===== src/rtl/ocm_noise_port_arbiter.sv =====
// Round-robin arbiter sharing one noise-OCM port between two burst masters (m0, m1); OCM_ARB_PERF_EN adds wait counters.
// Latency: gnt in the deciding IDLE cycle, read data one cycle after each address, one IDLE cycle between bursts.
// Backpressure: requests are held until gnt; write bursts stall on wvalid=0; reads stream without gaps.
module ocm_noise_port_arbiter #(
    parameter int ADDR_W = 14,
    parameter int DATA_W = 64,
    parameter int DEPTH  = 8960,
    parameter int LEN_W  = 8
) (
    input  logic                clk,
    input  logic                reset_n,
    input  logic                m0_req,
    input  logic                m0_write,
    input  logic [ADDR_W-1:0]   m0_addr,
    input  logic [LEN_W-1:0]    m0_len,
    input  logic [DATA_W-1:0]   m0_wdata,
    input  logic [DATA_W/8-1:0] m0_be,
    input  logic                m0_wvalid,
    output logic                m0_gnt,
    output logic                m0_err,
    output logic                m0_wready,
    output logic [DATA_W-1:0]   m0_rdata,
    output logic                m0_rvalid,
    output logic                m0_done,
    input  logic                m1_req,
    input  logic                m1_write,
    input  logic [ADDR_W-1:0]   m1_addr,
    input  logic [LEN_W-1:0]    m1_len,
    input  logic [DATA_W-1:0]   m1_wdata,
    input  logic [DATA_W/8-1:0] m1_be,
    input  logic                m1_wvalid,
    output logic                m1_gnt,
    output logic                m1_err,
    output logic                m1_wready,
    output logic [DATA_W-1:0]   m1_rdata,
    output logic                m1_rvalid,
    output logic                m1_done,
    output logic [ADDR_W-1:0]   ocm_address,
    output logic [DATA_W/8-1:0] ocm_byteenable,
    output logic                ocm_chipselect,
    output logic                ocm_write,
    output logic [DATA_W-1:0]   ocm_writedata,
    output logic                ocm_clken,
`ifdef OCM_ARB_PERF_EN
    input  logic [DATA_W-1:0]   ocm_readdata,
    output logic [31:0]         m0_wait_cnt,
    output logic [31:0]         m1_wait_cnt
`else
    input  logic [DATA_W-1:0]   ocm_readdata
`endif
);
    localparam logic [ADDR_W-1:0] LAST_ADDR = ADDR_W'(DEPTH - 1);
    localparam logic [LEN_W-1:0]  LEN_ONE   = LEN_W'(1);

    typedef enum logic [1:0] {S_IDLE, S_BURST, S_DRAIN} state_t;

    state_t              state_q, state_d;
    logic [ADDR_W-1:0]   cur_q, cur_d;
    logic [LEN_W-1:0]    cnt_q, cnt_d;
    logic                sel_q;      // master owning the current/last burst
    logic                last_q;     // 1: m1 won the last grant, so m0 is favoured
    logic                wr_q;
    logic                rvalid_q;
    logic                done_q;

    logic                req_any, pick, grant, addr_err;
    logic                pick_write;
    logic [ADDR_W-1:0]   pick_addr;
    logic [LEN_W-1:0]    pick_len;
    logic                sel_wvalid;
    logic [DATA_W-1:0]   sel_wdata;
    logic [DATA_W/8-1:0] sel_be;
    logic                rd_issue, beat, advance, last_beat;

    assign req_any    = m0_req | m1_req;
    assign pick       = m1_req & (~m0_req | ~last_q);
    assign pick_write = pick ? m1_write : m0_write;
    assign pick_addr  = pick ? m1_addr  : m0_addr;
    assign pick_len   = pick ? m1_len   : m0_len;
    assign grant      = (state_q == S_IDLE) & req_any;
    assign addr_err   = pick_addr > LAST_ADDR;

    assign sel_wvalid = sel_q ? m1_wvalid : m0_wvalid;
    assign sel_wdata  = sel_q ? m1_wdata  : m0_wdata;
    assign sel_be     = sel_q ? m1_be     : m0_be;

    assign rd_issue  = (state_q == S_BURST) & ~wr_q;
    assign beat      = (state_q == S_BURST) & wr_q & sel_wvalid;
    assign advance   = rd_issue | beat;
    assign last_beat = advance & (cnt_q == LEN_ONE);

    always_comb begin
        state_d = state_q;
        cur_d   = cur_q;
        cnt_d   = cnt_q;
        case (state_q)
            S_IDLE: begin
                if (grant && !addr_err) begin
                    state_d = S_BURST;
                    cur_d   = pick_addr;
                    cnt_d   = (pick_len == '0) ? LEN_ONE : pick_len;
                end
            end
            S_BURST: begin
                if (advance) begin
                    cur_d = (cur_q == LAST_ADDR) ? '0 : cur_q + 1'b1;
                    cnt_d = cnt_q - LEN_ONE;
                    if (last_beat)
                        state_d = wr_q ? S_IDLE : S_DRAIN;
                end
            end
            S_DRAIN: state_d = S_IDLE;
            default: state_d = S_IDLE;
        endcase
    end

    always_ff @(posedge clk or negedge reset_n) begin
        if (!reset_n) begin
            state_q  <= S_IDLE;
            cur_q    <= '0;
            cnt_q    <= '0;
            sel_q    <= 1'b0;
            last_q   <= 1'b1;
            wr_q     <= 1'b0;
            rvalid_q <= 1'b0;
            done_q   <= 1'b0;
        end else begin
            state_q  <= state_d;
            cur_q    <= cur_d;
            cnt_q    <= cnt_d;
            rvalid_q <= rd_issue;
            // Reads finish with the trailing rvalid; writes and rejects finish one cycle later.
            done_q   <= (grant & addr_err) | last_beat;
            if (grant) begin
                sel_q  <= pick;
                last_q <= pick;
                wr_q   <= pick_write;
            end
        end
    end

    assign m0_gnt    = grant & ~pick;
    assign m1_gnt    = grant & pick;
    assign m0_err    = m0_gnt & addr_err;
    assign m1_err    = m1_gnt & addr_err;
    assign m0_wready = (state_q == S_BURST) & wr_q & ~sel_q;
    assign m1_wready = (state_q == S_BURST) & wr_q & sel_q;
    assign m0_rvalid = rvalid_q & ~sel_q;
    assign m1_rvalid = rvalid_q & sel_q;
    assign m0_rdata  = m0_rvalid ? ocm_readdata : '0;
    assign m1_rdata  = m1_rvalid ? ocm_readdata : '0;
    assign m0_done   = done_q & ~sel_q;
    assign m1_done   = done_q & sel_q;

    assign ocm_address    = cur_q;
    assign ocm_chipselect = advance;
    assign ocm_write      = beat;
    assign ocm_writedata  = beat ? sel_wdata : '0;
    assign ocm_byteenable = rd_issue ? '1 : (beat ? sel_be : '0);
    assign ocm_clken      = 1'b1;

`ifdef OCM_ARB_PERF_EN
    always_ff @(posedge clk or negedge reset_n) begin
        if (!reset_n) begin
            m0_wait_cnt <= '0;
            m1_wait_cnt <= '0;
        end else begin
            if (m0_req && !m0_gnt && (m0_wait_cnt != 32'hFFFF_FFFF))
                m0_wait_cnt <= m0_wait_cnt + 32'd1;
            if (m1_req && !m1_gnt && (m1_wait_cnt != 32'hFFFF_FFFF))
                m1_wait_cnt <= m1_wait_cnt + 32'd1;
        end
    end
`endif
endmodule


===== config.mk =====
export PLATFORM = sky130hd
export DESIGN_NAME = ocm_noise_port_arbiter
export DESIGN_NICKNAME = d
export VERILOG_FILES = /design/src/rtl/ocm_noise_port_arbiter.sv
export SDC_FILE = /design/constraint.sdc
export NUM_CORES = 1
export LEC_CHECK = 0
export BUFFER_PORTS_ARGS = -buffer_cell sky130_fd_sc_hd__buf_2
export CORE_AREA = 2 2 187 189
export CTS_CLUSTER_SIZE = 40
export DETAILED_ROUTE_END_ITERATION = 12
export DIE_AREA = 0 0 189 191
export PLACE_DENSITY_LB_ADDON = 0.05
export RECOVER_POWER = 50
export SYNTH_ARGS = -nofsm -noshare
export SYNTH_HDL_FRONTEND = slang
export SYNTH_SLANG_ARGS = --single-unit

===== constraint.sdc =====
create_clock -name clk -period 2.7 [get_ports clk]
set_input_delay 0.27 -clock clk [delete_from_list [all_inputs] [get_ports clk]]
set_output_delay 0.27 -clock clk [all_outputs]
set_load 0.005 [all_outputs]

---- After elaboration in Yosys (flattened, before gate mapping) ----
Index checks and enable logic that the tools add are counted.
cells by class
  multiplexer cells ....................... 24
  reduce and logical (&&, ||, !) cells .... 7
  order comparisons ....................... 1
  eq/ne operators ......................... 6
  add/subtract/negate cells ............... 2
  bitwise operators ....................... 26
operators by type and width
  cell                   number
  $mux 64                4
  $mux 14                4
  $mux 8                 7
  $pmux 14 s2            1
  $and 1x1->1            17
  $pmux 8 s2             1
  $add 14x1->14 const B  1
  $eq 14x14->1 const B   1
  $gt 14x14->1 const B   1
  $eq 8x1->1 const B     1
  $logic_not 8->1        1
  $mux 2                 4
  $sub 8x1->8 const B    1
  $reduce_and 3->1       2
  $not 1->1              5
  $ne 2x2->1 const B     2
  $or 1x1->1             4
  $pmux 2 s2             1
  $eq 2x1->1 const B     1
  $logic_not 2->1        1
  $mux 1                 2
  $ne 2x1->1 const B     1
  $reduce_bool 2->1      1
  $logic_and 1x1->1      1
  $logic_not 1->1        1
word-level totals
  output and inout port bits .............. 227
  word-level logic and storage cells ...... 74
  register bits after elaboration ......... 29

---- Longest topological paths before layout ----
  depth in word-level cells ............... 9
  depth in mapped cells ................... 7

---- Worst setup path before layout ----
Ideal clock, no wire load.
  path kind ............................... reg-to-output
  start point ............................. register state_q[1]
  end point ............................... output port ocm_writedata[10]
  setup slack ............................. 0.826 ns
  arrival ................................. 1.604 ns
  data required time ...................... 2.430 ns
  buffers on the path ..................... 2
  cell stages (with the launch flop) ...... 7
  cells stage by stage .................... dfrtp_1 > nor2b_1 > nand2_1 > or2_2 > clkbuf_1 > clkbuf_1 > nor2_1
on the way
  cells in the longest elaborated chain, start to end .. 4
ends and longest elaborated chain
  item                      line  text
  from (decl)               57    state_t state_q, state_d;
  from (signal assigned)    128   state_q <= state_d;
  $eq 2x1->1                88    assign beat = (state_q == S_BURST) & wr_q & sel_wvalid;
  $and 1x1->1 (2 in a row)  88
  $mux 64                   158   assign ocm_writedata = beat ? sel_wdata : '0;
  to (decl)                 42    output logic [DATA_W-1:0] ocm_writedata,
Every way passes these cells.

---- Worst setup path in the final report ----
  start point ............................. register sel_q
  end point ............................... output port ocm_writedata[59]
on the way
  cells in the longest elaborated chain, start to end .. 3
  elaborated cells on any way between the ends .. 4
  classes of those cells .................. 3 x mux; 1 x bitwise
ends and longest elaborated chain
  item                    line  text
  from (decl)             60    logic sel_q;
  from (signal assigned)  135   sel_q <= pick;
  $mux 1                  83    assign sel_wvalid = sel_q ? m1_wvalid : m0_wvalid;
  $and 1x1->1             88
  $mux 64 *               158
Every way passes the cells marked *; elsewhere a longest branch is shown, timed or not.

==> out/qor.txt <==
Status: finished with violations
Failing checks: max-capacitance violations, max-slew violations
Most frequent cells in the layout: buf_2 (419), nor2_1 (84), mux2i_1 (80)
RSZ-0062 raised after global routing: false
# rows: 68
Final min period: 2.60 ns
CTS Buf Count: 5
Final period util: 0.964
Reg-to-reg endpoint: ocm_address[11]$_DFFE_PN0P_
Syn Nets: 845
Max-Slew Margin vs Limit: -0.238
H-tree depth: 2
CP max stage cell: mux2i_1
Worst-case clock buffer depth: 2
DRT iter0 DRCs: 240
CP Data Arrival Time: 2.33 ns
Hold buffers post-CTS: 0
Max Clk Rate: 384 MHz
Slew @ Worst Pin: 1.86 ns
CP Class: reg -> out
Clk root buf: clkbuf_16
Max Slew Vio Count: 30
CP Max Fanout: 142
CTS-repair resized insts: 0
Post-layout net count: 1299
Via density: 3.98
Reg2reg path depth: 5
Power per cell area: 845 mW/mm^2
Area Overhead vs Synth: 72.8%
Async set or reset register ratio after synthesis: 1.00
Final Hold Fails: 0
Setup Total Neg Slack: 0 ns
Global-route wire length before repair: 44400 um
CTS tree: yes
Synthesized flop and latch total: 29
Worst hold path type: in -> reg
Worst setup SP type: register
Final setup fails: 0
Initial Utilization: 0.120
Number of routed nets with antenna violations: 0
Die Height: 191 um
Clk_lat worst skew: 0.29 ns
Clk slew on worst S/H paths: 0.06 ns
Postcts setup bufs: 0
Worst slack at placement: 0.232 ns
CP cell instances: buf_12 > mux2i_1 > buf_4 > nor2_1 > buf_2
Main synth FF type: dfrtp_1
Antenna violations before repair: 7
Die Width: 189 um
Grt total ovfl: 0
Total power: 5.96 mW
Core area: 0.0341 mm^2
VDD IR-drop max: 642 uV
Post-Layout Cell Count: 1494
First-pass DRT Iterations: 4
Via count: 5943
Distinct cells, synth: 53
CP max stage delay: 0.55 ns
Most common cell after layout, fill and taps aside: buf_2
I/O Buffers: 485
Yosys top cell area share: 0.196
Worst hold path depth: 2
Tot GR Track Use: 0.170
Hold Path Origin: m0_req
Wire per inst: 22.2 um
Synthesized area per cell: 7.02 um^2
Area of the die: 0.0361 mm^2
Vias in the first global route: 6007
# DRC: 0
Boundary Pins: 487
Dpl cells: 1484
Synth area leaders: mux2i_1 (20%), dfrtp_1 (17%), and3_1 (11%), and2_1 (10%), nor2_1 (7.7%)
R2r setup slk: 0.26 ns
CP bufs+invs: 3
Routability Congestion: 0.860
CP Capture Type: output pin
Largest net degree at the start of global routing: 143
Max-cap violations: 1
Mapped Cells: 582
P_leak: 3.96 nW
Min-Delay Endpoint: last_q$_DFFE_PN1P_
DP Wirelength: 28200 um
Synth Warn #: 0
Top Family by Delay on Critical Path: buffers and inverters
Post-synth top area cell: mux2i_1
Critical Path RT: 2.43 ns
Final core area utilization: 0.207
Proportion of layout cells with a drive suffix above 1: 0.437
Post-route setup slack: 0.0959 ns
Worst Skew: 0.00876 ns
Post-synth EDFFs: 0
Reg-to-Reg Start: last_q$_DFFE_PN1P_
Clk sink count: 29
Seq/Total Area, Yosys: 0.178
Post-Synthesis Cell Area: 0.00409 mm^2
Final WL: 33200 um
[state kept, by name, indices dropped and copies added, names as in the netlist]
| signal | count |
|---|---|
| rvalid_q | 1 |
| ocm_address | 14 |
| cnt_q | 8 |
| last_q | 1 |
| state_q | 2 |
| sel_q | 1 |
| done_q | 1 |
| wr_q | 1 |
[worst register-to-register path, delay by kind of cell (launching register included)]
kind            cells  cell delay, ns
compound gates      4            1.27
flops               1            0.56
simple gates        1            0.49
[where the power goes]
part           internal (mW)  total, mW  switching, mW
Clock                  0.338      0.566          0.228
Sequential             0.651      0.963          0.312
Combinational           1.86       4.43           2.57
[worst max-delay path by stage]
stage / startpoint / to / cells after the start
floorplan: state_q[1]$_DFFE_PN0P_ / ocm_writedata[10] / 6
global placement: m1_addr[8] / ocm_address[12]$_DFFE_PN0P_ / 7
detailed placement: m1_addr[8] / ocm_address[5]$_DFFE_PN0P_ / 7
CTS: sel_q$_DFFE_PN0P_ / ocm_writedata[57] / 5
global route: last_q$_DFFE_PN1P_ / ocm_address[11]$_DFFE_PN0P_ / 5
finish: sel_q$_DFFE_PN0P_ / ocm_writedata[59] / 5
[routing by layer]
| metal | GRT usage | up-vias | part of all wire |
|---|---|---|---|
| li1 | - | 2941 | - |
| met1 | 0.220 | 2701 | 0.43 |
| met2 | 0.277 | 274 | 0.46 |
| met3 | 0.0562 | 23 | 0.093 |
| met4 | 0.0294 | 4 | 0.014 |
| met5 | 0 | - | 0.00069 |
[layout make-up]
cell class,count,area (um^2)
multi-input cells,491,3110
clock inverters,3,17.5
clock buffers,5,125
flip-flops and latches,29,731
fillers,4031,27100
inverters,9,33.8
well taps,455,569
repair buffers,500,2470
diodes,2,5.00
[through the flow]
stage / area, um^2 / hold WS (ns)
2_1_floorplan: 4090 / -0.0256
6_report: 7060 / 0.234
3_5_place_dp: 7000 / 0.410
4_1_cts: 7140 / 0.104
5_1_grt: 7060 / 0.248
3_3_place_gp: 7000 / 0.425
[cell usage after synthesis, types with 6 or more instances]
master and count:
a21oi_1 25, a22o_1 7, a31oi_1 6, and2_1 67, and3_1 69, buf_2 8
clkbuf_1 39, dfrtp_1 28, inv_1 9, mux2i_1 80, nand2_1 44, nand3_1 18
nor2_1 84, o21ai_0 22
[kinds of logic (layout without fill, tap and decap cells)]
| kind of cell | Yosys count | in the layout | share of synthesized area |
|---|---|---|---|
| buffers and inverters | 62 | 517 | 0.0640 |
| adders and majority gates | 3 | 3 | 0.00919 |
| other | 1 | 3 | 0.000918 |
| muxes | 80 | 80 | 0.196 |
| DFF | 29 | 29 | 0.178 |
| and+or+nand+nor | 316 | 316 | 0.405 |
| AOI/OAI and AO/OA | 91 | 91 | 0.147 |
(Power assumes the default switching activity.)
